### config.mk
export PLATFORM = sky130hd
export DESIGN_NAME = x_driver_mc
export DESIGN_NICKNAME = d
export VERILOG_FILES = /design/src/rtl/x_driver_pkg.sv /design/src/rtl/x_adv_gen.sv /design/src/rtl/x_driver_mc.sv
export SDC_FILE = /design/constraint.sdc
export NUM_CORES = 1
export LEC_CHECK = 0
export CELL_PAD_IN_SITES_DETAIL_PLACEMENT = 0
export CELL_PAD_IN_SITES_GLOBAL_PLACEMENT = 2
export CORE_MARGIN = 5
export CORE_UTILIZATION = 36
export DETAILED_ROUTE_END_ITERATION = 10
export GPL_TIMING_DRIVEN = 0
export PLACE_DENSITY_LB_ADDON = 0.08
export SLEW_MARGIN = 20
export SYNTH_ARGS = -nofsm -noshare
export SYNTH_HDL_FRONTEND = slang
export SYNTH_SLANG_ARGS = --single-unit
### constraint.sdc
create_clock -name i_clk -period 7.1 [get_ports i_clk]
set_input_delay 1.065 -clock i_clk [delete_from_list [all_inputs] [get_ports i_clk]]
set_output_delay 1.065 -clock i_clk [all_outputs]
set_load 0.01 [all_outputs]
### src/rtl/x_driver_pkg.sv
// rtl/x_driver_pkg.sv - shared types and constants for the tester-to-23K640 command driver
package x_driver_pkg;

  typedef enum logic [1:0] {
    IDLE    = 2'd0,
    ISSUE   = 2'd1,
    COLLECT = 2'd2,
    RETURN  = 2'd3
  } state_e;

  // Bit positions inside a tester byte
  localparam int BIT_LOAD  = 0;
  localparam int BIT_SHIFT = 1;
  localparam int BIT_EXEC  = 2;

  // Command word width: {mask, rd_n_wr, addr, wdata}
  function automatic int cmd_w(input int channels, input int addr_w);
    return channels + 1 + addr_w + 8;
  endfunction

endpackage

### src/rtl/x_adv_gen.sv
// rtl/x_adv_gen.sv - programmable-period advance strobe generator
module x_adv_gen (
  input  logic       clk_i,
  input  logic       rst_n_i,
  input  logic       load_i,
  input  logic [6:0] top_i,
  output logic       advance_o
);

  logic [6:0] top_q;
  logic [6:0] cnt_q;
  logic       hit_w;

  assign hit_w = (cnt_q == top_q);

  // The strobe is forced low while reset is held so it reads idle during reset
  assign advance_o = hit_w & rst_n_i;

  // Period register and free-running counter; a smaller new period wraps through 127
  always_ff @(posedge clk_i) begin
    if (!rst_n_i) begin
      top_q <= '0;
      cnt_q <= '0;
    end else begin
      if (load_i) begin
        top_q <= top_i;
      end
      cnt_q <= hit_w ? 7'd0 : cnt_q + 7'd1;
    end
  end

endmodule

### src/rtl/x_driver_mc.sv
// rtl/x_driver_mc.sv - multi-channel tester-to-23K640 command driver top
module x_driver_mc
  import x_driver_pkg::*;
#(
  parameter int P_CHANNELS = 16,
  parameter int P_ADDR_W   = 16
) (
  input  logic                    i_clk,
  input  logic                    i_rst_n,
  input  logic                    i_test_valid,
  input  logic [7:0]              i_test_data,
  input  logic                    i_test_ready,
  output logic                    o_test_valid,
  output logic [7:0]              o_test_data,
  output logic                    o_busy,
  output logic                    o_advance,
  output logic                    o_rd_n_wr,
  output logic [P_ADDR_W-1:0]     o_addr,
  output logic [7:0]              o_wdata,
  output logic [P_CHANNELS-1:0]   o_valid,
  input  logic [P_CHANNELS-1:0]   i_accept,
  input  logic [P_CHANNELS-1:0]   i_ready,
  input  logic [P_CHANNELS*8-1:0] i_rdata
);

  localparam int CMD_W = cmd_w(P_CHANNELS, P_ADDR_W);
  localparam int IDX_W = (P_CHANNELS > 1) ? $clog2(P_CHANNELS) : 1;

  logic load_w, shift_w, exec_w;
  logic unused_w;

  logic [CMD_W-1:0]      cmd_q;
  logic [P_CHANNELS-1:0] cmd_mask_w;
  logic                  cmd_rd_w;
  logic [P_ADDR_W-1:0]   cmd_addr_w;
  logic [7:0]            cmd_wdata_w;

  state_e                state_q, state_d;
  logic [P_CHANNELS-1:0] mask_q, valid_q, pend_q, hit_w;
  logic                  rd_q;
  logic [P_ADDR_W-1:0]   addr_q;
  logic [7:0]            wdata_q;
  logic [7:0]            rbuf_q [P_CHANNELS];
  logic [IDX_W-1:0]      idx_q;
  logic                  tvalid_q;
  logic [7:0]            tdata_q;

  logic                  first_found, next_found;
  logic [IDX_W-1:0]      first_idx, next_idx;

  assign load_w   = i_test_valid & i_test_data[BIT_LOAD];
  assign shift_w  = i_test_valid & i_test_data[BIT_SHIFT];
  assign exec_w   = i_test_valid & i_test_data[BIT_EXEC];
  assign unused_w = i_test_data[3];

  assign cmd_mask_w  = cmd_q[CMD_W-1 -: P_CHANNELS];
  assign cmd_rd_w    = cmd_q[8+P_ADDR_W];
  assign cmd_addr_w  = cmd_q[8 +: P_ADDR_W];
  assign cmd_wdata_w = cmd_q[7:0];

  assign hit_w = i_ready & pend_q;

  assign o_valid      = valid_q;
  assign o_rd_n_wr    = rd_q;
  assign o_addr       = addr_q;
  assign o_wdata      = wdata_q;
  assign o_test_valid = tvalid_q;
  assign o_test_data  = tdata_q;

  x_adv_gen u_adv (
    .clk_i     (i_clk),
    .rst_n_i   (i_rst_n),
    .load_i    (load_w),
    .top_i     (i_test_data[7:1]),
    .advance_o (o_advance)
  );

  // Lowest set mask bit, and lowest set mask bit above the current return index
  always_comb begin
    first_found = 1'b0;
    first_idx   = '0;
    next_found  = 1'b0;
    next_idx    = '0;
    for (int c = P_CHANNELS - 1; c >= 0; c--) begin
      if (mask_q[c]) begin
        first_found = 1'b1;
        first_idx   = IDX_W'(c);
        if (c > int'(idx_q)) begin
          next_found = 1'b1;
          next_idx   = IDX_W'(c);
        end
      end
    end
  end

  // State register
  always_ff @(posedge i_clk) begin
    if (!i_rst_n) begin
      state_q <= IDLE;
    end else begin
      state_q <= state_d;
    end
  end

  // Next-state decision
  always_comb begin
    state_d = state_q;
    case (state_q)
      IDLE: begin
        if (exec_w) state_d = ISSUE;
      end
      ISSUE: begin
        if ((valid_q & ~i_accept) == '0) begin
          state_d = (rd_q && (mask_q != '0)) ? COLLECT : IDLE;
        end
      end
      COLLECT: begin
        if (pend_q == '0) state_d = first_found ? RETURN : IDLE;
      end
      RETURN: begin
        if (i_test_ready && !next_found) state_d = IDLE;
      end
      default: state_d = IDLE;
    endcase
  end

  // State-decoded outputs
  always_comb begin
    o_busy = (state_q != IDLE);
  end

  // Command shifting, held request, read capture and return-byte registers
  always_ff @(posedge i_clk) begin
    if (!i_rst_n) begin
      cmd_q    <= '0;
      mask_q   <= '0;
      rd_q     <= 1'b0;
      addr_q   <= '0;
      wdata_q  <= '0;
      valid_q  <= '0;
      pend_q   <= '0;
      idx_q    <= '0;
      tvalid_q <= 1'b0;
      tdata_q  <= '0;
      for (int c = 0; c < P_CHANNELS; c++) rbuf_q[c] <= '0;
    end else begin
      if (shift_w) begin
        cmd_q <= {cmd_q[CMD_W-5:0], i_test_data[7:4]};
      end
      if (state_q == IDLE && exec_w) begin
        mask_q  <= cmd_mask_w;
        rd_q    <= cmd_rd_w;
        addr_q  <= cmd_addr_w;
        wdata_q <= cmd_wdata_w;
        valid_q <= cmd_mask_w;
        pend_q  <= cmd_mask_w & {P_CHANNELS{cmd_rd_w}};
      end
      if (state_q == ISSUE) begin
        valid_q <= valid_q & ~i_accept;
      end
      if (state_q == ISSUE || state_q == COLLECT) begin
        pend_q <= pend_q & ~hit_w;
        for (int c = 0; c < P_CHANNELS; c++) begin
          if (hit_w[c]) rbuf_q[c] <= i_rdata[8*c +: 8];
        end
      end
      if (state_q == COLLECT && pend_q == '0 && first_found) begin
        idx_q    <= first_idx;
        tvalid_q <= 1'b1;
        tdata_q  <= rbuf_q[first_idx];
      end
      if (state_q == RETURN && i_test_ready) begin
        if (next_found) begin
          idx_q   <= next_idx;
          tdata_q <= rbuf_q[next_idx];
        end else begin
          tvalid_q <= 1'b0;
        end
      end
    end
  end

endmodule

==> reports/qor.yml <==
async_flop_share: 0
yosys.area.top_type_share: 0.284
final_nets: 1842
slew-limit-headroom: 0.279
num_antenna_cells: 0
ys.flop_type: "dfxtp_1"
cts_num_sinks: 271
cp-start-kind: "primary input"
maxCapViolations: 0
setup_slack_ns: 2.47
ys_top_cells_by_area: "edfxtp_1 (28%), dfxtp_1 (21%), nand2_1 (7.7%), and2_1 (6.0%), a21oi_1 (5.6%)"
grt_max_degree: 17
gp_congestion: 0.947
synth_cells: 1410
dieWidth_um: 204
rsz0062_at_grt: "no"
hold_path.class: "flip-flop to flip-flop"
cts.path.max_buffers: 3
p_leak_nw: 6.11
synth_top_area_cell: "edfxtp_1"
synth_nets: 1587
fmaxAchievable_ghz: 0.216
nFillCells: 3644
postRouteWirelength_um: 50600
path_class: "primary input to primary output"
holdWs_ns: 0.452
drive_gt1_frac: 0.0828
synth_common_cells: "nand2_1 (278), a21oi_1 (152), dfxtp_1 (143)"
grt_pass1_wl_um: 73800
grt_pass1_vias: 11700
dp_slack_ns: 2.48
yosys_warnings: 0
cp.arrival_ns: 3.56
outcome: "finished, final reports clean"
crit_required_ns: 6.03
core_um2: 37400
track_usage: 0.235
worstPathMaxFanout: 10
first_pass_iters: 5
r2r_cells: 11
numCtsBuffers: 31
synth-seq-area-share: 0.496
fin_util: 0.467
grt_antenna_before_repair: 0
post-cts-setup-buffers: 0
tns_ns: 0
fp.dieArea_um2: 41600
num_rows: 71
htree_levels: 1
ctsHoldBuffers: 0
setup_viol: 0
yosysUniqueCellTypes: 85
ctsResizeCount: 0
drt_iter0_drc: 935
vias: 11700
reg2reg_from: "idx_q[2]$_SDFF_PN0_"
dpl.hpwl_um: 39200
ys_seq_elements: 271
clk_pin_slew_ns: 0.06
chipHeight_um: 204
period_minus_slack_ns: 4.63
end_kind: "primary output"
avgSynthCellArea_um2: 9.59
synth-edff-count: 128
start_util: 0.362
insertion_delay_ns: 0.59
synth.most_common_cell: "nand2_1"
irDropWorstVdd_uv: 201
p_per_area_nw_per_um2: 211
area_growth_pct: 29.2
clk_root_buffer_cell: "clkbuf_16"
antenna_left: 0
wl_per_cell_um: 23.0
num_io_pins: 224
tritoncts: "built"
grt_remaining_overflow: 0
regToRegSetupSlack_ns: 3.73
viasPerCell: 5.33
tightest_slew_ns: 1.08
crit_path_start: "i_rst_n"
finalMaxSlewViolations: 0
portBuffers: 222
finalCritPeriodShare: 0.652
total_power_mw: 3.69
drc: 0
crit_end: "o_advance"
hold_viol: 0
fin_skew_ns: 0.0115
r2r_end: "o_test_data[5]$_SDFF_PN0_"
synth_area_um2: 13500
-- where the power goes --
| group | internal [mW] | switching [mW] |
|---|---|---|
| logic | 0.143 | 0.152 |
| clock network | 1.00 | 0.678 |
| registers | 1.68 | 0.0337 |
-- per-layer routing --
metal | wire length, um | global-route usage | share of wire
met5 | 0 | 0 | 0
met4 | 799 | 0.0397 | 0.016
met3 | 3850 | 0.0533 | 0.076
met2 | 22300 | 0.360 | 0.44
met1 | 23600 | 0.347 | 0.47
-- sequential cells by signal, indices dropped and copies added, names as in the netlist, 7 cells and up --
register / flops
rbuf_q: 128
cmd_q: 41
mask_q: 16
o_addr: 16
o_valid: 16
pend_q: 16
o_test_data: 8
o_wdata: 8
u_adv.cnt_q: 7
u_adv.top_q: 7
-- cells by family after synthesis --
| logic type | after synthesis | synth area share |
|---|---|---|
| muxes | 71 | 0.0750 |
| and+or+nand+nor | 603 | 0.218 |
| DFF | 271 | 0.496 |
| buffers and inverters | 109 | 0.0364 |
| adders and majority gates | 5 | 0.00462 |
| xor gates and xnor gates | 12 | 0.00777 |
| AOI/OAI and AO/OA | 339 | 0.163 |
-- final cells by class --
cell class / count / area [um2] / area share
multi-input cells: 1030 / 6330 / 0.362
inverters: 28 / 105 / 0.00602
plain buffers: 81 / 388 / 0.0222
flip-flops and latches: 271 / 6710 / 0.384
repair buffers: 222 / 2220 / 0.127
clock buffers: 43 / 912 / 0.0522
well taps: 511 / 639 / 0.0366
clock inverters: 15 / 166 / 0.00952
-- layout by cell type, fill, tap and decap left out, drive strengths merged, types with 7 or more instances in the layout --
cell type,count
and2,130
nand2b,17
edfxtp,128
a21oi,152
and3b,7
nand2,281
clkbuf,96
nor2b,37
a22oi,10
buf,28
clkdlybuf4s50,222
a221oi,13
mux2i,44
inv,29
a211oi,14
nand3,34
o22ai,12
nand4,8
o21ai,61
dfxtp,143
mux4,23
nor4,11
nor3,8
clkinv,10
o221ai,7
nor2,53
-- worst max-delay path: stages --
cell,delay [ns]
clkdlybuf4s50_1,0.57
inv_1,0.13
clkbuf_1,0.43
clkbuf_1,0.65
nor2_1,0.17
clkdlybuf4s50_1,0.52
-- worst min path at each step --
stage	start	end	slack [ns]	depth (start not counted)
5_1_grt	o_wdata[7]$_SDFFE_PN0P_	o_wdata[7]$_SDFFE_PN0P_	0.47	2
3_3_place_gp	o_addr[13]$_SDFFE_PN0P_	o_addr[13]$_SDFFE_PN0P_	0.45	2
3_5_place_dp	o_addr[4]$_SDFFE_PN0P_	o_addr[4]$_SDFFE_PN0P_	0.45	2
4_1_cts	o_addr[4]$_SDFFE_PN0P_	o_addr[4]$_SDFFE_PN0P_	0.46	2
2_1_floorplan	u_adv.cnt_q[0]$_SDFF_PP0_	u_adv.cnt_q[0]$_SDFF_PP0_	0.44	1
6_report	o_addr[4]$_SDFFE_PN0P_	o_addr[4]$_SDFFE_PN0P_	0.45	2
-- through the flow --
| step | instances | cell area (um2) |
|---|---|---|
| floorplan | 1410 | 13500 |
| global placement | 2143 | 16400 |
| detailed placement | 2143 | 16400 |
| CTS | 2201 | 17500 |
| global route | 2201 | 17500 |
| finish | 2201 | 17500 |
(Power assumes the default switching activity.)
==> variant 1, RTL diff (same flow settings) <==
Re-encode `state_e` (4 states) as Gray code, 2 bits wide.
--- a/src/rtl/x_driver_pkg.sv
+++ b/src/rtl/x_driver_pkg.sv
@@ -2,10 +2,10 @@
 package x_driver_pkg;
 
   typedef enum logic [1:0] {
-    IDLE    = 2'd0,
-    ISSUE   = 2'd1,
-    COLLECT = 2'd2,
-    RETURN  = 2'd3
+    IDLE    = 2'b00,
+    ISSUE   = 2'b01,
+    COLLECT = 2'b11,
+    RETURN  = 2'b10
   } state_e;
 
   // Bit positions inside a tester byte
Function: no difference found for any inputs over 4 cycles, from zero or initial values and one cycle with i_rst_n low; so few cycles prove little.
==> variant 1 against the unedited design <==
  * Die area down 2.5%
  * Design area down 2.5%
  * Power down 0.84%
  * Non-clock buffer count up 20
  * Largest cell class unchanged
  * Via count up 4.0%
  * Combinational power down 16%
  * Sequential cell count unchanged
  * Area after synthesis down 2.6%
  * Setup slack better by 270 ps
  * Wire length up 2.1%
  * Clock skew up 0.94 ps
  * Cell count up 1.5%
==> variant 1: results <==
timing:
  worst_slew_pin_slew_ps: 1100
  post-route-min-period_ps: 4360
  hold_ws_ps: 455
  finalClockSkew_ps: 12.4
pwr:
  vdd_drop_max_uv: 166
  p_int_w: 0.00283
  p_leak_nw: 5.88
critical_path:
  critPathArrivalTime_ps: 3290
  r2r-start: "mask_q[15]$_SDFFE_PN0P_"
  slowest_delay_ps: 550
detailed_routing:
  drtPass1Iterations: 7
  drtIter0Drc: 786
  drt-wirelength-per-cell_um: 23.1
  avgViaCountPerCell: 5.46
worst_hold_path:
  min_from: "o_addr[14]$_SDFFE_PN0P_"
  min_to: "o_addr[14]$_SDFFE_PN0P_"
layout:
  flops_and_latches: 271
  fin_util_pct: 46.9
  layout.nets: 1919
  fillerInstances: 3576
  buffers_excl_clock: 323
  buf_share_pct: 15.6
  clockBufferCount: 38
  clkCellAreaFrac_pct: 6.24
  seq_share_pct: 39.4
  num-multi-input-gates: 1091
grt:
  use_met3_pct: 3.77
  grtUsageMet1_pct: 31.3
  first_global_vias: 12400
  grtUsageMet2_pct: 42.8
  grt_use_total_pct: 24.4
placed_design:
  place_inst: 2181
  dp_hpwl_um: 39300
  place.gp.congestion: 0.916
  portBuffers: 221
synth:
  synth_xor_area_share_pct: 0.798
  synth_area_per_cell_um2: 8.83
  synthAdderAreaFrac_pct: 0.0950
  synth_cell_types: 60
  yosys-top-cells-area: "edfxtp_1, dfxtp_1, nand2_1"
  synth-compound-area-share_pct: 15.3
  yosysSeqAreaShare_pct: 50.9
run_status:
  status: "finished, final reports clean"
==> variant 1: cell count changes after synthesis, moves of 14 or more <==
cell | before | now
nand2_1 | 278 | 340
o211ai_1 | 3 | 17
o22ai_1 | 11 | 25
and3_1 | 4 | 29
mux4_2 | 23 | 0
clkbuf_1 | 52 | 68
nand3_1 | 32 | 79
nor2b_1 | 37 | 8
==> variant 1: power by group through the flow <==
stage | Clock [W] | Combinational (W) | Sequential, W
2_1_floorplan | 0 | 0.0000947 | 0.00173
3_3_place_gp | 0 | 0.000248 | 0.00175
3_5_place_dp | 0 | 0.000248 | 0.00175
4_1_cts | 0.00173 | 0.000250 | 0.00171
5_1_grt | 0.00179 | 0.000268 | 0.00172
6_report | 0.00170 | 0.000247 | 0.00171
==> variant 1: layer usage <==
layer / wire [um] / up-vias
met5: 21 / -
met4: 1630 / 4
met3: 2480 / 100
met2: 25500 / 372
met1: 22100 / 5967
li1: - / 5753
==> variant 2, RTL diff (config.mk and constraints unchanged) <==
Made on the original files. `P_ADDR_W`: 16 -> 17.
--- a/src/rtl/x_driver_mc.sv
+++ b/src/rtl/x_driver_mc.sv
@@ -3,7 +3,7 @@
   import x_driver_pkg::*;
 #(
   parameter int P_CHANNELS = 16,
-  parameter int P_ADDR_W   = 16
+  parameter int P_ADDR_W   = 17
 ) (
   input  logic                    i_clk,
   input  logic                    i_rst_n,
Interface: changed (resized o_addr); port bits go from 224 to 225. The function was not compared with the original's and may differ.
==> variant 2 against the unedited design <==
  * Synthesized cell count up 4.0%
  * Sequential cell count up 2
  * Clock power down 9.5%
  * Area after synthesis up 0.45%
  * Sequential share of layout area up 0.35 points
  * Setup slack better by 580 ps
  * Design area down 0.32%
  * Hold slack about the same
  * Wire length up 5.0%
  * Die area up 0.43%
  * Power down 3.9%
  * Critical endpoint unchanged
  * Largest power group unchanged
==> variant 2: results <==
synth:
  yosysSeqAreaShare_pct: 49.7
  synth-compound-area-share_pct: 16.2
  synth_cell_types: 71
  yosys-top-cells-area: "edfxtp_1, dfxtp_1, nand2_1"
  synth_commonest_cells: "nand2_1, dfxtp_1, a21oi_1"
  synth_nets: 1644
  muxShareOfSynthArea_pct: 6.80
  synthFlopType: "dfxtp_1"
  synth_xor_area_share_pct: 0.773
  synth_edf_count: 128
  synthAdderAreaFrac_pct: 0.460
pwr:
  p_seq_share_pct: 48.7
  vdd_drop_max_uv: 197
  p_leak_nw: 5.86
  pwr-share-clk_pct: 42.9
  p_int_w: 0.00270
run_status:
  status: "finished, final reports clean"
placed_design:
  portBuffers: 223
  dp_hpwl_um: 41600
  place.gp.congestion: 0.908
grt:
  grtUsageMet2_pct: 36.8
  use_met3_pct: 5.43
  grt_pass1_wl_um: 77400
  grt_use_total_pct: 24.6
  first_global_vias: 12000
  grtUsageMet1_pct: 36.6
critical_path:
  r2r-start: "idx_q[0]$_SDFF_PN0_"
  r2r-end: "o_test_data[0]$_SDFF_PN0_"
  reg2reg_setup_slack_ps: 3330
  critPathArrivalTime_ps: 2980
  reg2reg_depth: 9
timing:
  finalClockSkew_ps: 23.4
  hold_ws_ps: 452
  worst_slew_pin_slew_ps: 1000
detailed_routing:
  met1Wirelength_um: 25400
  routed.top_layer: "met5"
  drt-wirelength-per-cell_um: 23.6
  wl_met3_um: 3990
  dr_wl_met2_um: 22700
  avgViaCountPerCell: 5.35
  drtIter0Drc: 878
worst_hold_path:
  min_from: "o_wdata[2]$_SDFFE_PN0P_"
  min_to: "o_wdata[2]$_SDFFE_PN0P_"
clock_tree:
  clkTransAtPathRegs_ps: 60
  h-tree-depth: 1
  numCtsBuffers: 30
layout:
  drive_above_1_share_pct: 5.79
  layout.nets: 1899
-- variant 2: how the worst max path moves through the flow --
stage                     end  depth (start not counted)
finish              o_advance                          5
global route        o_advance                          5
CTS                 o_advance                          5
detailed placement  o_advance                          5
global placement    o_advance                          5
floorplan           o_advance                          3
-- variant 2: critical path, stage by stage --
cell and delay [ps]:
clkdlybuf4s50_1 570, clkinv_1 300, clkbuf_1 320, nor2_1 170, clkdlybuf4s50_1 550
-- variant 2: layout make-up --
type	instances	area [um^2]
clock inverters	14	115
fillers	3731	20100
well taps	511	639
flip-flops and latches	273	6750
repair buffers	223	2230
inverters	28	105
plain buffers	88	395
multi-input cells	1078	6340
clock buffers	40	841
-- variant 2: metrics by stage --
step	std cells	utilization, %	area, um^2	power (W)	worst slack (ps)
CTS	2255	46.5	17400	0.00360	3040
global placement	2201	43.9	16500	0.00206	3040
floorplan	1467	-	13600	0.00187	4470
global route	2255	46.5	17400	0.00368	2950
finish	2255	46.5	17400	0.00355	3050
detailed placement	2201	43.9	16500	0.00206	3060
